`src/rtl/quad_pkg.sv`:
```
// Shared definitions for the quadrature step decoder and the downstream up/down counter.
package quad_pkg;

  localparam logic [1:0] CTRL_IDLE = 2'b00;
  localparam logic [1:0] CTRL_INC  = 2'b01;
  localparam logic [1:0] CTRL_DEC  = 2'b10;

  typedef enum logic [1:0] {
    ST_FILL = 2'd0,
    ST_LOAD = 2'd1,
    ST_RUN  = 2'd2
  } state_e;

  // Next {A,B} code in the forward direction: 00 -> 01 -> 11 -> 10 -> 00.
  function automatic logic [1:0] gray_fwd(input logic [1:0] g);
    case (g)
      2'b00:   gray_fwd = 2'b01;
      2'b01:   gray_fwd = 2'b11;
      2'b11:   gray_fwd = 2'b10;
      default: gray_fwd = 2'b00;
    endcase
  endfunction

endpackage

```
`src/rtl/quad_step_decoder_if.sv`:
```
// Quadrature input / step-command bundle between the encoder front end and the decoder.
interface quad_step_decoder_if;
  logic       en_i;
  logic       a_i;
  logic       b_i;
  logic [1:0] control_o;
  logic       err_o;

  modport master (output en_i, a_i, b_i, input control_o, err_o);
  modport slave  (input en_i, a_i, b_i, output control_o, err_o);
endinterface

```
`src/rtl/quad_glitch_filter.sv`:
```
// One quadrature channel: metastability synchroniser followed by a stability filter.
module quad_glitch_filter #(
  parameter int SYNC_STAGES = 2,
  parameter int FILT_CYCLES = 4
) (
  input  logic clk_i,
  input  logic rst_ni,
  input  logic load_i,
  input  logic d_i,
  output logic sync_o,
  output logic filt_o
);
  localparam int CW = $clog2(FILT_CYCLES + 1);
  localparam logic [CW-1:0] CNT_LAST = CW'(FILT_CYCLES - 1);

  logic [SYNC_STAGES-1:0] sync_q;
  logic [CW-1:0]          cnt_q, cnt_d;
  logic                   filt_q, filt_d;
  logic                   sync;

  assign sync   = sync_q[SYNC_STAGES-1];
  assign sync_o = sync;
  assign filt_o = filt_q;

  // A new level is taken only after it has disagreed with the filtered level
  // on FILT_CYCLES consecutive cycles; any agreement restarts the count.
  always_comb begin
    cnt_d  = cnt_q;
    filt_d = filt_q;
    if (load_i) begin
      filt_d = sync;
      cnt_d  = '0;
    end else if (sync != filt_q) begin
      if (cnt_q == CNT_LAST) begin
        filt_d = sync;
        cnt_d  = '0;
      end else begin
        cnt_d = cnt_q + CW'(1);
      end
    end else begin
      cnt_d = '0;
    end
  end

  always_ff @(posedge clk_i or negedge rst_ni) begin
    if (!rst_ni) begin
      sync_q <= '0;
      cnt_q  <= '0;
      filt_q <= 1'b0;
    end else begin
      sync_q <= {sync_q[SYNC_STAGES-2:0], d_i};
      cnt_q  <= cnt_d;
      filt_q <= filt_d;
    end
  end

endmodule

```
`src/rtl/quad_step_decoder.sv`:
```
// Quadrature decoder: filters A/B, decodes Gray sub-steps, accumulates them and
// emits one-cycle INC/DEC commands for the up/down counter.
module quad_step_decoder
  import quad_pkg::*;
#(
  parameter int SYNC_STAGES   = 2,
  parameter int FILT_CYCLES   = 4,
  parameter int STEPS_PER_CNT = 4
) (
  input logic                clk_i,
  input logic                rst_ni,
  quad_step_decoder_if.slave bus
);
  localparam int FW = $clog2(SYNC_STAGES + 1);
  localparam logic [FW-1:0]     FILL_LAST = FW'(SYNC_STAGES - 1);
  localparam logic signed [3:0] STEP_P    = 4'(STEPS_PER_CNT);
  localparam logic signed [3:0] STEP_N    = -STEP_P;

  state_e            state_q, state_d;
  logic [FW-1:0]     fill_q, fill_d;
  logic              load;
  logic [1:0]        raw_ab, sync_ab, filt_ab;
  logic [1:0]        prev_q, prev_d;
  logic signed [2:0] acc_q, acc_d;
  logic signed [3:0] sub, sum;
  logic              bad;
  logic [1:0]        ctrl_q, ctrl_d;
  logic              err_q, err_d;

  assign raw_ab        = {bus.a_i, bus.b_i};
  assign bus.control_o = ctrl_q;
  assign bus.err_o     = err_q;

  for (genvar g = 0; g < 2; g++) begin : g_ch
    quad_glitch_filter #(
      .SYNC_STAGES(SYNC_STAGES),
      .FILT_CYCLES(FILT_CYCLES)
    ) u_filt (
      .clk_i  (clk_i),
      .rst_ni (rst_ni),
      .load_i (load),
      .d_i    (raw_ab[g]),
      .sync_o (sync_ab[g]),
      .filt_o (filt_ab[g])
    );
  end

  // FILL waits for the synchroniser to hold real input levels before LOAD seeds
  // filtered and prev with them, so reset never produces a pulse or error.
  always_comb begin
    state_d = state_q;
    fill_d  = fill_q;
    load    = 1'b0;
    case (state_q)
      ST_FILL: begin
        fill_d = fill_q + FW'(1);
        if (fill_q == FILL_LAST) state_d = ST_LOAD;
      end
      ST_LOAD: begin
        load    = 1'b1;
        state_d = ST_RUN;
      end
      ST_RUN:  state_d = ST_RUN;
      default: state_d = ST_FILL;
    endcase
  end

  always_comb begin
    sub = 4'sd0;
    bad = 1'b0;
    if (filt_ab == prev_q)                sub = 4'sd0;
    else if (filt_ab == gray_fwd(prev_q)) sub = 4'sd1;
    else if (prev_q == gray_fwd(filt_ab)) sub = -4'sd1;
    else                                  bad = 1'b1;
    sum = {acc_q[2], acc_q} + sub;

    prev_d = load ? sync_ab : filt_ab;
    acc_d  = '0;
    ctrl_d = CTRL_IDLE;
    err_d  = 1'b0;
    if (state_q == ST_RUN && bus.en_i) begin
      acc_d = acc_q;
      if (bad) begin
        err_d = 1'b1;
      end else if (sum == STEP_P) begin
        ctrl_d = CTRL_INC;
        acc_d  = '0;
      end else if (sum == STEP_N) begin
        ctrl_d = CTRL_DEC;
        acc_d  = '0;
      end else begin
        acc_d = sum[2:0];
      end
    end
  end

  always_ff @(posedge clk_i or negedge rst_ni) begin
    if (!rst_ni) begin
      state_q <= ST_FILL;
      fill_q  <= '0;
      prev_q  <= '0;
      acc_q   <= '0;
      ctrl_q  <= CTRL_IDLE;
      err_q   <= 1'b0;
    end else begin
      state_q <= state_d;
      fill_q  <= fill_d;
      prev_q  <= prev_d;
      acc_q   <= acc_d;
      ctrl_q  <= ctrl_d;
      err_q   <= err_d;
    end
  end

endmodule

```
`src/flat_wrapper.sv`:
```
// flat-port wrapper written by rule: the top's interface ports become plain ports
module quad_step_decoder_flat import quad_pkg::*;
#(
  parameter int SYNC_STAGES   = 2,
  parameter int FILT_CYCLES   = 4,
  parameter int STEPS_PER_CNT = 4
)
  (clk_i, rst_ni, bus_en_i, bus_a_i, bus_b_i, bus_control_o, bus_err_o);
  quad_step_decoder_if bus_i ();
  input logic clk_i;
  input logic rst_ni;
  input wire logic [$bits(bus_i.en_i)-1:0] bus_en_i;
  input wire logic [$bits(bus_i.a_i)-1:0] bus_a_i;
  input wire logic [$bits(bus_i.b_i)-1:0] bus_b_i;
  output wire logic [$bits(bus_i.control_o)-1:0] bus_control_o;
  output wire logic [$bits(bus_i.err_o)-1:0] bus_err_o;
  assign bus_i.en_i = bus_en_i;
  assign bus_i.a_i = bus_a_i;
  assign bus_i.b_i = bus_b_i;
  assign bus_control_o = bus_i.control_o;
  assign bus_err_o = bus_i.err_o;
  quad_step_decoder #(.SYNC_STAGES(SYNC_STAGES), .FILT_CYCLES(FILT_CYCLES), .STEPS_PER_CNT(STEPS_PER_CNT)) u_core (.clk_i(clk_i), .rst_ni(rst_ni), .bus(bus_i));
endmodule
```
`config.mk`:
```
export PLATFORM = sky130hd
export DESIGN_NAME = quad_step_decoder_flat
export DESIGN_NICKNAME = d
export VERILOG_FILES = /design/src/rtl/quad_pkg.sv /design/src/rtl/quad_step_decoder_if.sv /design/src/rtl/quad_glitch_filter.sv /design/src/rtl/quad_step_decoder.sv /design/src/flat_wrapper.sv
export SDC_FILE = /design/constraint.sdc
export NUM_CORES = 1
export LEC_CHECK = 0
export ABC_AREA = 1
export ABC_CLOCK_PERIOD_IN_PS = 1600
export CAP_MARGIN = 10
export CORE_ASPECT_RATIO = 0.7
export CORE_MARGIN = 2
export CORE_UTILIZATION = 51
export DETAILED_ROUTE_END_ITERATION = 16
export PLACE_DENSITY_LB_ADDON = 0.2
export SLEW_MARGIN = 20
export SYNTH_ARGS = -nofsm -noshare
export SYNTH_HDL_FRONTEND = slang
export SYNTH_SLANG_ARGS = --single-unit
```
`constraint.sdc`:
```
create_clock -name clk_i -period 1.6 [get_ports clk_i]
set_input_delay 0.32 -clock clk_i [delete_from_list [all_inputs] [get_ports clk_i]]
set_output_delay 0.32 -clock clk_i [all_outputs]
set_load 0.02 [all_outputs]
```
==> flow_summary.ini <==
[die]
coreArea_um2 = 2172
row_count = 14
initial_utilization = 0.5472
ios = 8
die-area_um2 = 2739
die_h_um = 44.39
dieWidth_um = 61.70

[worst_setup_path]
reg2reg_depth = 12
start_kind = flop
r2r-end = u_core.bus.control_o[1]
crit_type = reg2reg
crit_required_ps = 1850
ff2ff_setup_slack_ps = 70
r2r-start = u_core.prev_q[1]
path_max_fanout = 4
worstPathArrival_ps = 1780
end_kind = flop

[global_route]
antenna_found_initial = 0
grt_pass1_wl_um = 3815
grt_usage = 0.1953
grt_max_degree = 25
grt-ovfl-total = 0
grt_pass1_vias = 878

[layout]
register_area_um2 = 601.8
num-nets-final = 165
num_antenna_cells = 0
area_growth_pct = 24.53
nFillCells = 183
multiInputGateArea_um2 = 578.1
instances_no_fill = 181
fin_area_um2 = 1480
drive_above_1_share = 0.3087
utilization = 0.6815

[placement]
dpl.hpwl_um = 1585
place_area_um2 = 1321
gp_congestion = 0.7056
port_buffers = 7
post-place-ws_ps = -72.77
placed_cells = 170

[synthesis]
ys_types = 23
seq_area_frac_synth = 0.5053
synth_top_flop_cell = dfrtp_1
synth_top_area_frac = 0.5053
syn_avg_cell_area_um2 = 9.286
synth-edff-count = 0
synth_common_cells = 32 x nand2_1, 24 x dfrtp_1, 18 x inv_1
synth.area.top_cells = dfrtp_1 51%, nand2_1 10%, ha_1 9.5%, inv_1 5.7%, nand2_4 3.8%
synth.most_common_cell = nand2_1
async_reset_ff_frac = 1.000
ys_ff_latch = 24
syn-num-nets = 142
syn_inst = 128
yosysWarnings = 0
netlist_area_um2 = 1189
yosysTopAreaCell = dfrtp_1

[sta]
fin_ws_ps = 68.39
finalClockSkew_ps = 8.899
rsz0062_at_grt = yes
hold_viol_final = 0
tns_ps = 0
slew-limit-headroom = 0.7862
fin_crit_sh = 0.9573
setup_viol = 0
fmax_mhz = 652.9
drv_slew = 0
tightest_slew_ps = 319.5
fin_crit_ps = 1532

[run_status]
status = completed

[route]
detail-route-antenna-nets = 0
vias = 880
drc = 0
dr.pass1.iters = 4
drtIter0Drc = 15
wire_per_inst_um = 12.59
routed_wl_um = 2278
viasPerCell = 4.862

[clock_tree]
cts_tree = built
htreeDepth = 1
cts_hold_buf = 0
cts_root_buffer = clkbuf_4
clockBufferDepth = 2
cts_sinks = 24
path_clk_slew_ps = 120
clk_latency_ps = 300
numCtsBuffers = 3

[pwr]
irDropWorstVdd_mv = 0.8342
power_density_nw_per_um2 = 1845
p_leak_uw = 0.0007879

[worst_hold_path]
min_path_type = in2async

[job]
max_cap_violations = 0
==> placed cells by master, fill, tap and decap left out, drive strengths merged, types with 3 or more instances in the layout <==
| cell type | count |
|---|---|
| xnor2 | 3 |
| buf | 11 |
| clkdlybuf4s50 | 4 |
| ha | 9 |
| inv | 20 |
| o21ai | 9 |
| nand3 | 6 |
| dfrtp | 24 |
| nor2 | 7 |
| nand2 | 38 |
| clkbuf | 3 |
==> critical path: stages, from the launching register on <==
cell and delay [ps]:
dfrtp_1 430, inv_2 70, nand2_2 80, nand2_4 90, nand2_4 90, inv_4 40, ha_4 270, inv_2 40
nor2_1 70, nand2_1 70, o21ai_2 90, inv_1 60, nor2_1 70
==> cell families (layout without fill, tap and decap cells) <==
family | count (synthesis) | count (layout) | share of synthesized area
AND/OR/NAND/NOR | 58 | 58 | 0.2453
adder cells (fa/ha/maj) | 9 | 9 | 0.09474
XOR/XNOR | 4 | 4 | 0.02948
flip-flops | 24 | 24 | 0.5053
buffers and inverters | 21 | 42 | 0.06631
AO/OA/AOI/OAI | 12 | 12 | 0.05895
==> state kept, by name, summed over array words and instances (netlist names) <==
signal,count
u_core.acc_q,3
u_core.bus.control_o,2
u_core.g_ch.u_filt.filt_o,2
u_core.prev_q,2
u_core.state_q,2
u_core.bus.err_o,1
u_core.g_ch.u_filt.cnt_q,6
u_core.g_ch.u_filt.sync_q,4
u_core.fill_q,2
==> metrics by stage <==
| stage | total power (uW) | hold WS [ps] |
|---|---|---|
| detailed placement | 1969 | 346.4 |
| global route | 2938 | 380.2 |
| finish | 2731 | 363.1 |
| CTS | 2479 | 364.9 |
| floorplan | 1677 | 24.41 |
| global placement | 1912 | 331.4 |
==> where the power goes <==
| group | internal (uW) | switching [uW] |
|---|---|---|
| Sequential | 746 | 122 |
| Combinational | 744 | 870 |
| Clock | 87.8 | 163 |
| Total | 1580 | 1150 |
==> per-layer routing <==
layer	global-route usage	up-vias	share of wire
li1	-	444	-
met1	0.2476	427	0.46
met2	0.3389	7	0.51
met3	0.05263	2	0.023
met4	0.03830	0	0.0079
met5	0	-	0
==> cell type report <==
class | instances | area share
repair buffers | 18 | 0.1057
well taps | 32 | 0.02705
multi-input cells | 83 | 0.3905
inverters | 21 | 0.05495
flip-flops and latches | 24 | 0.4066
clock buffers | 3 | 0.01522
==> worst max-delay path by stage <==
stage                                             from                 endpoint  cells after the start
after CTS                      u_core.bus.control_o[0]         bus_control_o[0]                      1
after detailed placement              u_core.prev_q[0]  u_core.bus.control_o[0]                     11
after floorplan                       u_core.prev_q[0]  u_core.bus.control_o[0]                     11
final                                 u_core.prev_q[1]  u_core.bus.control_o[1]                     12
after global placement    u_core.g_ch[0].u_filt.filt_o  u_core.bus.control_o[0]                     11
after global routing                  u_core.prev_q[1]          u_core.acc_q[2]                     12
==> what timing repair did <==
action	CTS	global route
endpoints found under the setup margin	4	5
buffers inserted	5	3
pin swaps	5	15
gates resized for setup	11	13
hold endpoints to repair	0	0
Power figures use the tool's default switching activity.
